$ cat config.mk
export PLATFORM = sky130hd
export DESIGN_NAME = reaction_meter
export DESIGN_NICKNAME = d
export VERILOG_FILES = /design/src/rtl/reaction_pkg.sv /design/src/rtl/ms_tick_gen.sv /design/src/rtl/reaction_meter.sv
export SDC_FILE = /design/constraint.sdc
export NUM_CORES = 1
export LEC_CHECK = 0
export ABC_CLOCK_PERIOD_IN_PS = 3200
export CORE_AREA = 2 2 86 88
export CTS_CLUSTER_DIAMETER = 60
export DETAILED_ROUTE_END_ITERATION = 8
export DIE_AREA = 0 0 88 90
export SLEW_MARGIN = 10
export SYNTH_ARGS = -nofsm -noshare
export SYNTH_HDL_FRONTEND = slang
export SYNTH_HIERARCHICAL = 1
export SYNTH_SLANG_ARGS = --single-unit
$ cat constraint.sdc
create_clock -name clk -period 3.2 [get_ports clk]
set_input_delay 0.96 -clock clk [delete_from_list [all_inputs] [get_ports clk]]
set_output_delay 0.96 -clock clk [all_outputs]
set_load 0.05 [all_outputs]
$ cat src/rtl/reaction_pkg.sv
// rtl/reaction_pkg.sv - shared state encoding and default constants for reaction_meter
// Purpose: FSM state enum and default TICK_DIV / RESULT_W / TIMEOUT_MS values.
// Ports: none (package).
package reaction_pkg;

   typedef enum logic [2:0] {
      IDLE      = 3'd0,
      ARM       = 3'd1,
      WAIT_STIM = 3'd2,
      MEASURE   = 3'd3,
      DONE      = 3'd4,
      FAULT     = 3'd5
   } state_t;

   localparam int TICK_DIV_DEF   = 50000;  // 1 ms at 50 MHz
   localparam int RESULT_W_DEF   = 14;
   localparam int TIMEOUT_MS_DEF = 9999;

endpackage

$ cat src/rtl/ms_tick_gen.sv
// rtl/ms_tick_gen.sv - millisecond prescaler producing a one-cycle tick
// Purpose: counts 0..TICK_DIV-1 while enabled and wraps; tick is high in the wrap cycle.
// Ports:
//   clk, rst_n : clock, asynchronous active-low reset
//   clr        : synchronous clear to 0 (priority over en)
//   en         : advance the prescaler this cycle
//   tick       : high in the cycle the prescaler wraps
module ms_tick_gen
   import reaction_pkg::*;
#(
   parameter int TICK_DIV = TICK_DIV_DEF
) (
   input  logic clk,
   input  logic rst_n,
   input  logic clr,
   input  logic en,
   output logic tick
);

   localparam int            CW   = (TICK_DIV > 1) ? $clog2(TICK_DIV) : 1;
   localparam logic [CW-1:0] LAST = CW'(TICK_DIV - 1);
   localparam logic [CW-1:0] ONE  = CW'(1);

   logic [CW-1:0] cnt;

   assign tick = en && (cnt == LAST);

   always_ff @(posedge clk or negedge rst_n) begin
      if (!rst_n) begin
         cnt <= '0;
      end else if (clr) begin
         cnt <= '0;
      end else if (en) begin
         cnt <= tick ? '0 : cnt + ONE;
      end
   end

endmodule

$ cat src/rtl/reaction_meter.sv
// rtl/reaction_meter.sv - reaction time meter between the random-delay timer and score logic
// Purpose: on a start edge re-arms the stimulus timer, waits for the stimulus edge, then
//   measures milliseconds until a new button press; reports result, false start or timeout.
// Optional feature: define REACTION_BEST_EN to add the best-result register and port.
// Ports:
//   clk, rst_n   : clock, asynchronous active-low reset
//   start        : round request, rising edge acts
//   stim         : stimulus level from the random-delay timer
//   btn          : debounced, synchronised button level
//   timer_en     : one-cycle pulse re-arming the timer
//   result       : measured reaction time in ms
//   result_valid : result holds a valid measurement
//   false_start  : press seen before the stimulus
//   timeout      : no press within TIMEOUT_MS
//   busy         : round in progress (ARM, WAIT_STIM, MEASURE)
//   best         : smallest valid result since reset (REACTION_BEST_EN only)
module reaction_meter
   import reaction_pkg::*;
#(
   parameter int TICK_DIV   = TICK_DIV_DEF,
   parameter int RESULT_W   = RESULT_W_DEF,
   parameter int TIMEOUT_MS = TIMEOUT_MS_DEF
) (
   input  logic                clk,
   input  logic                rst_n,
   input  logic                start,
   input  logic                stim,
   input  logic                btn,
   output logic                timer_en,
   output logic [RESULT_W-1:0] result,
   output logic                result_valid,
   output logic                false_start,
   output logic                timeout,
   output logic                busy
`ifdef REACTION_BEST_EN
   ,
   output logic [RESULT_W-1:0] best
`endif
);

   localparam logic [RESULT_W-1:0] TO_VAL  = RESULT_W'(TIMEOUT_MS);
   localparam logic [RESULT_W-1:0] TO_LAST = RESULT_W'(TIMEOUT_MS - 1);
   localparam logic [RESULT_W-1:0] ONE     = RESULT_W'(1);

   state_t state, state_nxt;

   logic start_d, stim_d, btn_d;
   logic start_rise, stim_rise, btn_rise;

   logic                tick;
   logic [RESULT_W-1:0] ms_cnt;
   logic [RESULT_W-1:0] ms_now;
   logic                timeout_hit;

   logic                timer_en_nxt;
   logic [RESULT_W-1:0] result_nxt;
   logic                valid_nxt, fs_nxt, to_nxt;

   assign start_rise = start & ~start_d;
   assign stim_rise  = stim  & ~stim_d;
   assign btn_rise   = btn   & ~btn_d;

   // Prescaler only runs while measuring, so it always restarts from 0 on a stim edge.
   ms_tick_gen #(.TICK_DIV(TICK_DIV)) u_tick (
      .clk   (clk),
      .rst_n (rst_n),
      .clr   (state != MEASURE),
      .en    (state == MEASURE),
      .tick  (tick)
   );

   // Count as it will be after this cycle's tick, so a press on the wrap cycle
   // reports the wrapped value (including TIMEOUT_MS itself).
   assign ms_now      = tick ? ms_cnt + ONE : ms_cnt;
   assign timeout_hit = tick && (ms_cnt == TO_LAST);

   assign busy = (state == ARM) || (state == WAIT_STIM) || (state == MEASURE);

   always_ff @(posedge clk or negedge rst_n) begin
      if (!rst_n) begin
         state        <= IDLE;
         start_d      <= 1'b0;
         stim_d       <= 1'b0;
         btn_d        <= 1'b0;
         ms_cnt       <= '0;
         timer_en     <= 1'b0;
         result       <= '0;
         result_valid <= 1'b0;
         false_start  <= 1'b0;
         timeout      <= 1'b0;
      end else begin
         state        <= state_nxt;
         start_d      <= start;
         stim_d       <= stim;
         btn_d        <= btn;
         timer_en     <= timer_en_nxt;
         result       <= result_nxt;
         result_valid <= valid_nxt;
         false_start  <= fs_nxt;
         timeout      <= to_nxt;
         if (state != MEASURE) begin
            ms_cnt <= '0;
         end else if (tick && (ms_cnt != TO_VAL)) begin
            ms_cnt <= ms_cnt + ONE;
         end
      end
   end

   always_comb begin
      state_nxt    = state;
      timer_en_nxt = 1'b0;
      result_nxt   = result;
      valid_nxt    = result_valid;
      fs_nxt       = false_start;
      to_nxt       = timeout;

      case (state)
         IDLE, DONE, FAULT: begin
            if (start_rise) state_nxt = ARM;
         end
         ARM: begin
            state_nxt = WAIT_STIM;
         end
         WAIT_STIM: begin
            if (start_rise) begin
               state_nxt = ARM;
            end else if (btn_rise) begin
               state_nxt = FAULT;
               fs_nxt    = 1'b1;
            end else if (stim_rise) begin
               state_nxt = MEASURE;
            end
         end
         MEASURE: begin
            if (start_rise) begin
               state_nxt = ARM;
            end else if (btn_rise) begin
               state_nxt  = DONE;
               result_nxt = ms_now;
               valid_nxt  = 1'b1;
            end else if (timeout_hit) begin
               state_nxt  = FAULT;
               result_nxt = TO_VAL;
               to_nxt     = 1'b1;
            end
         end
         default: begin
            state_nxt = IDLE;
         end
      endcase

      // Every path into ARM (fresh round or abort) clears the report and re-arms the timer.
      if (state_nxt == ARM) begin
         timer_en_nxt = 1'b1;
         result_nxt   = '0;
         valid_nxt    = 1'b0;
         fs_nxt       = 1'b0;
         to_nxt       = 1'b0;
      end
   end

`ifdef REACTION_BEST_EN
   logic valid_d;

   always_ff @(posedge clk or negedge rst_n) begin
      if (!rst_n) begin
         best    <= '1;
         valid_d <= 1'b0;
      end else begin
         valid_d <= result_valid;
         if (result_valid && !valid_d && (result < best)) best <= result;
      end
   end
`endif

endmodule
==> flow_results.org <==
** Synth
- Of the synthesized area, sequential elements account for 0.492.
- Synthesis instantiated 49 different standard cells from the library.
- The most used flip-flop cell after synthesis is dfrtp_1.
- Mapped Area :: around 2700 um2
- The number of nets in the synthesized netlist is 285.
- Count of flip-flops with a built-in enable after synthesis :: 0
- Share of flip-flops with an asynchronous set or reset after synthesis :: 1.00
- Each instance of the synthesized netlist takes up on average just under 10 um2.
- Gate count after technology mapping :: 277
- Synthesis-stage register bit count :: 54
- Yosys printed 6 warnings.

** Hold path
- In this run the worst hold path is classified as flip-flop to flip-flop.
- WHS Endpoint :: false_start$_DFFE_PN0P_
- The startpoint identified for the worst hold timing path is false_start$_DFFE_PN0P_.
- The worst hold path was traced through 2 stages.

** Setup path
- Most numerous cell on the critical path :: and4_1
- STA classifies the critical path endpoint as a flip-flop.
- Number of cell instances on the worst register-to-register path :: 10
- Of all nets on the critical path, the largest fanout is 14.
- Grouping stages by cell kind, the critical path spends the most delay in simple AND/OR/NAND/NOR gates.
- Together, buffers and inverters on the worst path number 1.
- Type of the worst setup path :: flip-flop to flip-flop
- Beginning of the worst register-to-register path :: state[2]$_DFF_PN0_
- Arrival time worst endpoint :: just under 3000 ps
- CP startpoint kind :: flip-flop
- Data on the critical path is required at its endpoint by around 3400 ps.
- Max incr delay on CP :: approximately 520 ps
- Setup slack of the most critical reg-to-reg path :: roughly 420 ps
- Chain of cells forming the critical path :: nor2b_1 -> nand2_1 -> inv_2 -> and4_1 -> and4_1 -> nand3_1 -> nor4_4 -> o22ai_2 -> nor3_4 -> nor2_1
- For this design, the slowest cell found on the critical path is nor3_4.
- Capturing point of the worst reg2reg path :: result[11]$_DFFE_PN0P_

** CTS
- The longest clock path from root to sink contains 2 buffers.
- Post-CTS Setup Bufs :: 0
- Clock-pin slew was measured on the worst setup and hold paths at about 110 ps.
- Post_cts resized :: 0
- The later pin in the worst-skew pair is clocked with a latency of roughly 320 ps.
- TritonCTS created 5 clock buffers.
- CTS saw 54 sinks.
- TritonCTS built the clock tree.
- In this run, post-CTS hold repair placed 0 buffers.
- CTS built an H-tree with a depth of 2.
- CTS placed an instance of clkbuf_8 at the clock tree root.

** Global route
- Antenna violations before repair :: 0
- GR Overflow Total :: 0
- Entering global routing, the biggest net connects between 50 and 60 pins.
- Combined global-route utilization of all metal layers :: 0.169
- Vias in the first global route :: between 2000 and 2500
- Wire length of the first global-routing pass :: approximately 11 mm

** Route
- The first detailed-routing pass took 4 iterations.
- In the final routed layout, each cell accounts on average for 14.7 um.
- Detailed router's first-iteration violation count :: approximately 140
- Via count normalized by instance count :: about 5.2
- Final wirelength :: around 6.0 mm
- Detailed-route via count :: 2103
- Number of nets still failing antenna checks after routing :: 0
- Total DRC errors in the routed layout :: 0

** Placement
- Gp weighted congestion :: between 0.8 and 0.9
- Total half-perimeter wirelength after legalization and detailed placement :: 4.23 mm
- Count of buffers from port buffering :: 23

** Layout
- The area growth from synthesis to layout is 17.8%.
- At the end of the flow, the number of nets in the layout was about 320.
- Fraction of final layout cells with drive strength greater than 1 :: 0.107
- The repair_antennas step left the layout with diodes totalling 0.

** Timing
- The number of pins exceeding their max-slew limit in the final report was 0.
- The worst path needs roughly 2800 ps of the cycle, external delays included.
- Across the routed clock network, the largest skew measured is about 17 ps.
- Derived from the worst setup path, the maximum achievable clock frequency is between 300 and 400 MHz.
- For the pin with the worst max-slew slack, the measured transition is 695 ps.
- Measured against its own limit, the worst slew margin works out to 0.537.
- # setup viols final :: 0
- Final Hold Vio Count :: 0
- Post-route fraction of the period consumed by the critical path :: 0.868
- After routing, the total negative slack on setup checks comes to 0 ps.
- Unrepaired setup endpoints after global routing :: false

** Status
- The flow ran to the end, and the final reports show no timing, DRC or antenna violations.

** Power
- Power spread over the standard cell area amounts to 642 nW/um2.
- Power Total :: slightly above 2 mW
- The worst-case IR drop observed on VDD is between 200 and 300 uV.
- Summed over all cells, the static leakage comes to between 1 and 1.5 nW.

** Floorplan
- The floorplan has 31 rows.
- Total core area :: 7020 um2
- The initial utilization of the core area, before any placement, comes to 0.391.
- DIE WIDTH :: between 80 and 90 um
- The floorplan step defined a die boundary enclosing just under 8000 um2.
- In this run the vertical extent of the chip is 90 um.
- 24 I/O pins were placed.

** Run
- Max-cap violations :: 0
==> where the power goes <==
group	total, mW	switching (mW)	internal, mW	leakage, nW
clock network	0.480	0.243	0.238	0.0587
registers	0.804	0.0464	0.758	0.736
logic	0.791	0.518	0.273	0.443
total	2.08	0.808	1.27	1.24
==> worst max path at each step <==
stage                                    endpoint  cells after the start               start
after floorplan            result[10]$_DFFE_PN0P_                     13  state[1]$_DFF_PN0_
after global placement    false_start$_DFFE_PN0P_                      6               start
after detailed placement    result[9]$_DFFE_PN0P_                      6               start
after CTS                  result[11]$_DFFE_PN0P_                     10  state[2]$_DFF_PN0_
after global routing       result[10]$_DFFE_PN0P_                     10  state[2]$_DFF_PN0_
final                      result[11]$_DFFE_PN0P_                     10  state[2]$_DFF_PN0_
==> cells by family after synthesis <==
kind of cell | share of synthesized area
buffers and inverters | 0.0301
xor gates and xnor gates | 0.0830
AOI/OAI and AO/OA | 0.106
and+or+nand+nor | 0.275
DFF | 0.492
adders and majority gates | 0.0137
==> area by class of cell <==
cell class / count / area (um2)
Clock buffer: 5 / 68.8
Clock inverter: 3 / 47.5
Fill cell: 679 / 3790
Inverter: 8 / 30.0
Multi-Input combinational cell: 206 / 1310
Sequential cell: 54 / 1350
Tap cell: 99 / 124
Timing Repair Buffer: 33 / 300
==> sequential cells by signal (all words and copies together) (netlist names) <==
register / count
stim_d: 1
u_tick/cnt: 16
result: 14
timer_en: 1
false_start: 1
ms_cnt: 14
btn_d: 1
timeout: 1
result_valid: 1
start_d: 1
state: 3
==> synth_stat cells (4+ instances only) <==
| cell type | number | area share |
|---|---|---|
| nor3_1 | 5 | 0.0091 |
| a311oi_1 | 4 | 0.013 |
| a211oi_1 | 4 | 0.011 |
| nor2_1 | 48 | 0.066 |
| nor2b_1 | 8 | 0.018 |
| o21ai_0 | 5 | 0.0091 |
| nand4_1 | 9 | 0.021 |
| xor2_1 | 7 | 0.022 |
| nand2b_1 | 5 | 0.011 |
| inv_1 | 8 | 0.011 |
| nand3_1 | 9 | 0.016 |
| dfrtp_1 | 54 | 0.49 |
| nand2_1 | 20 | 0.027 |
| a21oi_1 | 9 | 0.016 |
| nor4_1 | 7 | 0.016 |
| xnor2_1 | 19 | 0.061 |
| clkbuf_1 | 6 | 0.0082 |
| o22ai_1 | 4 | 0.0091 |
==> routing by layer <==
metal	part of all wire	vias to the layer above	global-route usage
met5	0	-	0
met2	0.48	20	0.251
met4	0.012	0	0.0500
met3	0.024	6	0.0331
li1	-	1039	-
met1	0.49	1038	0.250
==> worst register-to-register path: stages, from the launching register on <==
cell	delay (ps)
dfrtp_1	460
nor2b_1	190
nand2_1	110
inv_2	60
and4_1	240
and4_1	250
nand3_1	190
nor4_4	360
o22ai_2	160
nor3_4	520
nor2_1	110
==> cells in the final DEF, fill, tap and decap left out, drive strengths merged, types with 2 or more instances in the layout <==
cell type / count
nand4: 9
a311oi: 4
or4: 2
buf: 11
clkbuf: 5
or2: 3
and2: 2
xor2: 7
clkdlybuf4s50: 22
inv: 9
nand2: 20
a22oi: 2
nor4: 8
nor2b: 8
nand3: 11
a21oi: 10
ha: 3
xnor2: 19
o22ai: 5
nor4bb: 2
o211ai: 2
and4: 3
nand2b: 5
dfrtp: 54
or4bb: 2
nor3: 6
a211oi: 4
or3: 2
a31oi: 2
nor2: 48
o21ai: 6
and3: 3
==> per-stage QoR <==
stage          utilization  hold WS [ps]  instances  cell area [um2]  setup WS [ps]
5_1_grt              0.460           544        408             3230            184
3_3_place_gp         0.444           483        400             3120            375
2_1_floorplan            -           503        277             2740           19.6
3_5_place_dp         0.444           495        400             3120            291
6_report             0.460           526        408             3230            422
4_1_cts              0.460           523        408             3230            385
Note: power is estimated with default switching activity, not from simulation.
